<file path="config.mk">
export PLATFORM = sky130hd
export DESIGN_NAME = bcd_to_bin
export DESIGN_NICKNAME = d
export VERILOG_FILES = /design/src/rtl/num_syst_pkg.sv /design/src/rtl/rdd_iter.sv /design/src/rtl/bcd_to_bin.sv
export SDC_FILE = /design/constraint.sdc
export NUM_CORES = 1
export LEC_CHECK = 0
export CORE_AREA = 10 10 79 81
export DETAILED_ROUTE_END_ITERATION = 6
export DIE_AREA = 0 0 89 91
export PLACE_DENSITY = 0.7
export SYNTH_ARGS = -nofsm -noshare
export SYNTH_HDL_FRONTEND = slang
export SYNTH_SLANG_ARGS = --single-unit
</file>
<file path="constraint.sdc">
create_clock -name clk -period 1.3 [get_ports clk]
set_clock_uncertainty 0.05 [all_clocks]
set_input_delay 0.195 -clock clk [delete_from_list [all_inputs] [get_ports clk]]
set_output_delay 0.195 -clock clk [all_outputs]
set_load 0.1 [all_outputs]
</file>
<file path="src/rtl/num_syst_pkg.sv">
// rtl/num_syst_pkg.sv - shared types and constants for the num_syst conversion engines
//
// Purpose: state encoding and sizing helpers used by bcd_to_bin and rdd_iter.
// Ports:   none (package).
package num_syst_pkg;

  // Converter control states.
  typedef enum logic [1:0] {
    IDLE  = 2'd0,
    SHIFT = 2'd1,
    ERR   = 2'd2
  } state_t;

  localparam int BCD_MAX_DIGIT = 9;

  // One shift-and-correct iteration per input bit.
  function automatic int iters_f(input int digits);
    return 4 * digits;
  endfunction

  // Counter must be able to hold 0..ITERS.
  function automatic int cnt_w_f(input int digits);
    return $clog2(4 * digits + 1);
  endfunction

endpackage

</file>
<file path="src/rtl/rdd_iter.sv">
// rtl/rdd_iter.sv - one combinational reverse double-dabble step
//
// Purpose: shift the {bcd, bin} vector right by one, then subtract 3 from every
//          BCD nibble of the upper field that is >= 8 (inverse of dd_iter).
// Ports:
//   din   in  8*DIGITS  current {bcd field, binary field}
//   dout  out 8*DIGITS  value after one iteration
module rdd_iter
  import num_syst_pkg::*;
#(
  parameter int DIGITS = 3
) (
  input  logic [8*DIGITS-1:0] din,
  output logic [8*DIGITS-1:0] dout
);

  localparam int HALF = 4 * DIGITS;

  logic [8*DIGITS-1:0] shifted;

  always_comb begin
    shifted = din >> 1;
    dout    = shifted;
    for (int i = 0; i < DIGITS; i++) begin
      // A nibble >= 8 after the shift means a decimal 10 was halved into it,
      // which in binary weighting is 3 too large (8 vs 5).
      if (shifted[HALF + 4*i +: 4] >= 4'd8) begin
        dout[HALF + 4*i +: 4] = shifted[HALF + 4*i +: 4] - 4'd3;
      end
    end
  end

endmodule

</file>
<file path="src/rtl/bcd_to_bin.sv">
// rtl/bcd_to_bin.sv - sequential BCD to binary converter with start/done handshake
//
// Purpose: converts a packed BCD number to binary using reverse double dabble,
//          one iteration per clock; flags invalid digits and results wider
//          than BIN_W.
// Ports:
//   clk       in   system clock
//   rst       in   synchronous reset, active-high
//   start     in   request a conversion (sampled only while idle)
//   bcd_in    in   packed BCD, digit 0 in [3:0]
//   busy      out  conversion in progress
//   done      out  one-cycle pulse when results update
//   bin_out   out  converted value truncated to BIN_W bits
//   overflow  out  full result did not fit in BIN_W bits
//   bcd_err   out  some input digit was > 9
module bcd_to_bin
  import num_syst_pkg::*;
#(
  parameter int DIGITS = 3,
  parameter int BIN_W  = 8
) (
  input  logic                  clk,
  input  logic                  rst,
  input  logic                  start,
  input  logic [4*DIGITS-1:0]   bcd_in,
  output logic                  busy,
  output logic                  done,
  output logic [BIN_W-1:0]      bin_out,
  output logic                  overflow,
  output logic                  bcd_err
);

  localparam int ITERS = iters_f(DIGITS);
  localparam int CNT_W = cnt_w_f(DIGITS);
  localparam int HALF  = 4 * DIGITS;

  state_t              state;
  logic [2*HALF-1:0]   sr;
  logic [2*HALF-1:0]   sr_next;
  logic [CNT_W-1:0]    cnt;
  logic                digit_bad;
  logic [HALF-1:0]     bin_full;

  rdd_iter #(.DIGITS(DIGITS)) u_rdd_iter (
    .din  (sr),
    .dout (sr_next)
  );

  assign bin_full = sr_next[HALF-1:0];

  always_comb begin
    digit_bad = 1'b0;
    for (int i = 0; i < DIGITS; i++) begin
      if (bcd_in[4*i +: 4] > 4'(BCD_MAX_DIGIT)) begin
        digit_bad = 1'b1;
      end
    end
  end

  always_ff @(posedge clk) begin
    if (rst) begin
      state    <= IDLE;
      busy     <= 1'b0;
      done     <= 1'b0;
      bin_out  <= '0;
      overflow <= 1'b0;
      bcd_err  <= 1'b0;
      sr       <= '0;
      cnt      <= '0;
    end else begin
      done <= 1'b0;
      case (state)
        IDLE: begin
          if (start) begin
            sr    <= {bcd_in, {HALF{1'b0}}};
            cnt   <= '0;
            busy  <= 1'b1;
            state <= digit_bad ? ERR : SHIFT;
          end
        end
        SHIFT: begin
          sr  <= sr_next;
          cnt <= cnt + 1'b1;
          // Last iteration: results come straight from the step output so the
          // done pulse lands on the same edge as the final shift.
          if (cnt == CNT_W'(ITERS - 1)) begin
            bin_out  <= bin_full[BIN_W-1:0];
            overflow <= (bin_full >> BIN_W) != '0;
            bcd_err  <= 1'b0;
            done     <= 1'b1;
            busy     <= 1'b0;
            state    <= IDLE;
          end
        end
        ERR: begin
          bin_out  <= '0;
          overflow <= 1'b0;
          bcd_err  <= 1'b1;
          done     <= 1'b1;
          busy     <= 1'b0;
          state    <= IDLE;
        end
        default: begin
          busy  <= 1'b0;
          state <= IDLE;
        end
      endcase
    end
  end

endmodule

</file>
==> results.json <==
{
  "rr_worst_depth": 8,
  "drc_errors": 0,
  "syn_to_final_growth_pct": 59.8,
  "ir_drop_uv": 525,
  "max_slew_margin_pct": 79.8,
  "whs_ns": 0.431,
  "p_leak_uw": 0.00114,
  "rsz0062_at_grt": "true",
  "h-tree-depth": 2,
  "final_cell_count_no_fill": 315,
  "period_share_pct": 114,
  "period_minus_slack_ns": 1.48,
  "endpoint_kind": "flip-flop",
  "synth.distinct_cells": 39,
  "initial_utilization_pct": 38.7,
  "ys.flop_type": "dfxtp_1",
  "min_from": "bcd_in[7]",
  "wl_per_cell_um": 14.7,
  "r2r_end": "sr[20]$_SDFFE_PP0P_",
  "hold_buffers": 0,
  "synth.area.top_cells": "dfxtp_1 (45%), a22oi_1 (5.8%), ha_1 (5.5%), nor2_1 (4.8%), a22o_1 (4.4%)",
  "cts.sinks": 41,
  "gr-usage-all-layers_pct": 11.4,
  "io_buffers": 26,
  "layout_commonest_cell": "dfxtp_1",
  "hold_violations": 0,
  "dpl_cell_area_um2": 2550,
  "hpwl_um": 3180,
  "io_pins": 27,
  "grt_max_degree": 27,
  "totalWireLength_um": 4630,
  "place_worst_setup_slack_ns": -0.395,
  "grt_pass1_vias": 1619,
  "cts_root_buf": "clkbuf_8",
  "avgSynthCellArea_um2": 9.40,
  "reg2reg_slack_ns": -0.18,
  "antennaDiodeCount": 0,
  "cts_buffers": 5,
  "final_core_util_pct": 61.9,
  "maxCapViolCount": 0,
  "synth_top_area_share_pct": 45.5,
  "violations": "setup timing",
  "fmax_mhz": 674,
  "netlist_instances": 192,
  "yosysWarnings": 0,
  "finalSetupViolCount": 37,
  "synthArstFlopShare_pct": 0,
  "p_per_area_nw_per_um2": 1060,
  "die_x_um": 89,
  "final_cell_mix": "dfxtp_1 (35), buf_4 (29), nor2_1 (20)",
  "synth_edf_count": 0,
  "slew_viol_final": 0,
  "dieArea_um2": 8100,
  "worstHoldPathCells": 3,
  "crit_fanout": 5,
  "syn_area_um2": 1800,
  "grt-ovfl-total": 0,
  "whs_endpoint": "sr[19]$_SDFFE_PP0P_",
  "cts.clk_slew.worst_paths_ns": 0.08,
  "drt-vias-per-instance": 5.39,
  "required_ns": 1.47,
  "dp_cells": 298,
  "status": "finished, violations left",
  "die_h_um": 91,
  "critical_path_class": "reg2reg",
  "yosysTopAreaCell": "dfxtp_1",
  "drive_gt1_share_pct": 38.3,
  "rows": 25,
  "cts_tree": "yes",
  "hold_path.class": "in2reg",
  "cp-start-kind": "flip-flop",
  "arrival_ns": 1.66,
  "ys_seq_area_share_pct": 45.5,
  "num-fill-cells": 369,
  "reg2reg_from": "state[0]$_SDFFE_PP0P_",
  "antenna_found_initial": 0,
  "clockBufferDepth": 2,
  "vias": 1698,
  "synth_nets": 215,
  "drt-pass1-iter-count": 4,
  "core_area_um2": 4660,
  "nets": 283,
  "post-route-cell-area_um2": 2880,
  "worst_slew_pin_slew_ns": 0.303,
  "clock_latency_ns": 0.30,
  "ant_nets": 0,
  "finalWorstSetupSlack_ns": -0.184,
  "first_iter_violations": 133,
  "gp_congestion": 0.823,
  "grt_pass1_wl_um": 7590,
  "ys_seq_elements": 41
}
-- registers in the layout, indices dropped and copies added (netlist names) --
register,cells
bcd_err,1
bin_out,8
busy,1
cnt,4
done,1
overflow,1
sr,23
state,2
-- layout make-up --
type | count | area [um^2] | share of cell area [%]
clock buffers | 6 | 82.6 | 2.86
clock inverters | 2 | 37.5 | 1.30
repair buffers | 69 | 773 | 26.8
inverters | 7 | 36.3 | 1.26
multi-input cells | 136 | 1060 | 36.6
flip-flops and latches | 41 | 831 | 28.8
well taps | 54 | 67.6 | 2.34
-- critical path: stages (launching register included) --
cell      delay, ns
dfxtp_4        0.38
inv_4          0.04
ha_4           0.17
buf_4          0.14
o21ai_4        0.15
buf_6          0.14
buf_4          0.11
nor2_1         0.03
a211oi_1       0.19
-- cell usage after synthesis (all sizes together) (4+ instances only) --
library cell,count
a22o,9
buf,6
ha,8
nand2,14
a21oi,12
nand2b,5
a211oi,4
nor2,24
nor3,7
o221ai,4
dfxtp,41
a22oi,14
inv,7
o21ai,11
-- through the flow --
step	total power, uW	setup TNS (ns)
detailed placement	1900	-10.87
finish	3070	-4.68
global placement	1890	-10.24
global route	3180	-7.20
CTS	3010	-4.99
floorplan	1680	-1.40
-- how the worst max path moves through the flow --
stage	from	to	slack, ns	cells past startpoint
2_1_floorplan	state[0]$_SDFFE_PP0P_	sr[18]$_SDFFE_PP0P_	-0.06	6
3_3_place_gp	start	sr[12]$_SDFFE_PP0P_	-0.37	5
3_5_place_dp	start	sr[16]$_SDFFE_PP0P_	-0.40	5
4_1_cts	state[0]$_SDFFE_PP0P_	sr[16]$_SDFFE_PP0P_	-0.18	6
5_1_grt	state[0]$_SDFFE_PP0P_	sr[22]$_SDFFE_PP0P_	-0.24	8
6_report	state[0]$_SDFFE_PP0P_	sr[20]$_SDFFE_PP0P_	-0.18	8
-- routing by layer --
metal / part of all wire (%) / global-route usage (%) / vias to the layer above
met5: 0 / 0 / -
met4: 1.2 / 5.84 / 0
li1: - / - / 838
met1: 45 / 14.3 / 822
met3: 3.2 / 2.06 / 7
met2: 50 / 17.9 / 31
-- repair_timing --
item | in CTS | in global routing
buffers inserted | 2 | 7
cloned | 1 | 0
pin swaps | 10 | 14
gates resized for setup | 19 | 20
hold endpoints to repair | 0 | 0
endpoints found under the setup margin | 41 | 41
-- power breakdown --
part	internal [uW]	switching [uW]
sequential	1300	42.7
clock	624	464
combinational	313	326
-- kinds of logic after synthesis --
family	Yosys count	share of synthesized area, %
buf+inv	16	4.37
compound gates	60	24.1
simple gates	60	16.9
mux	3	1.66
xor+xnor	4	1.94
fa+ha+maj	8	5.55
flops	41	45.5
No activity file was read; power rests on OpenSTA's default activity.
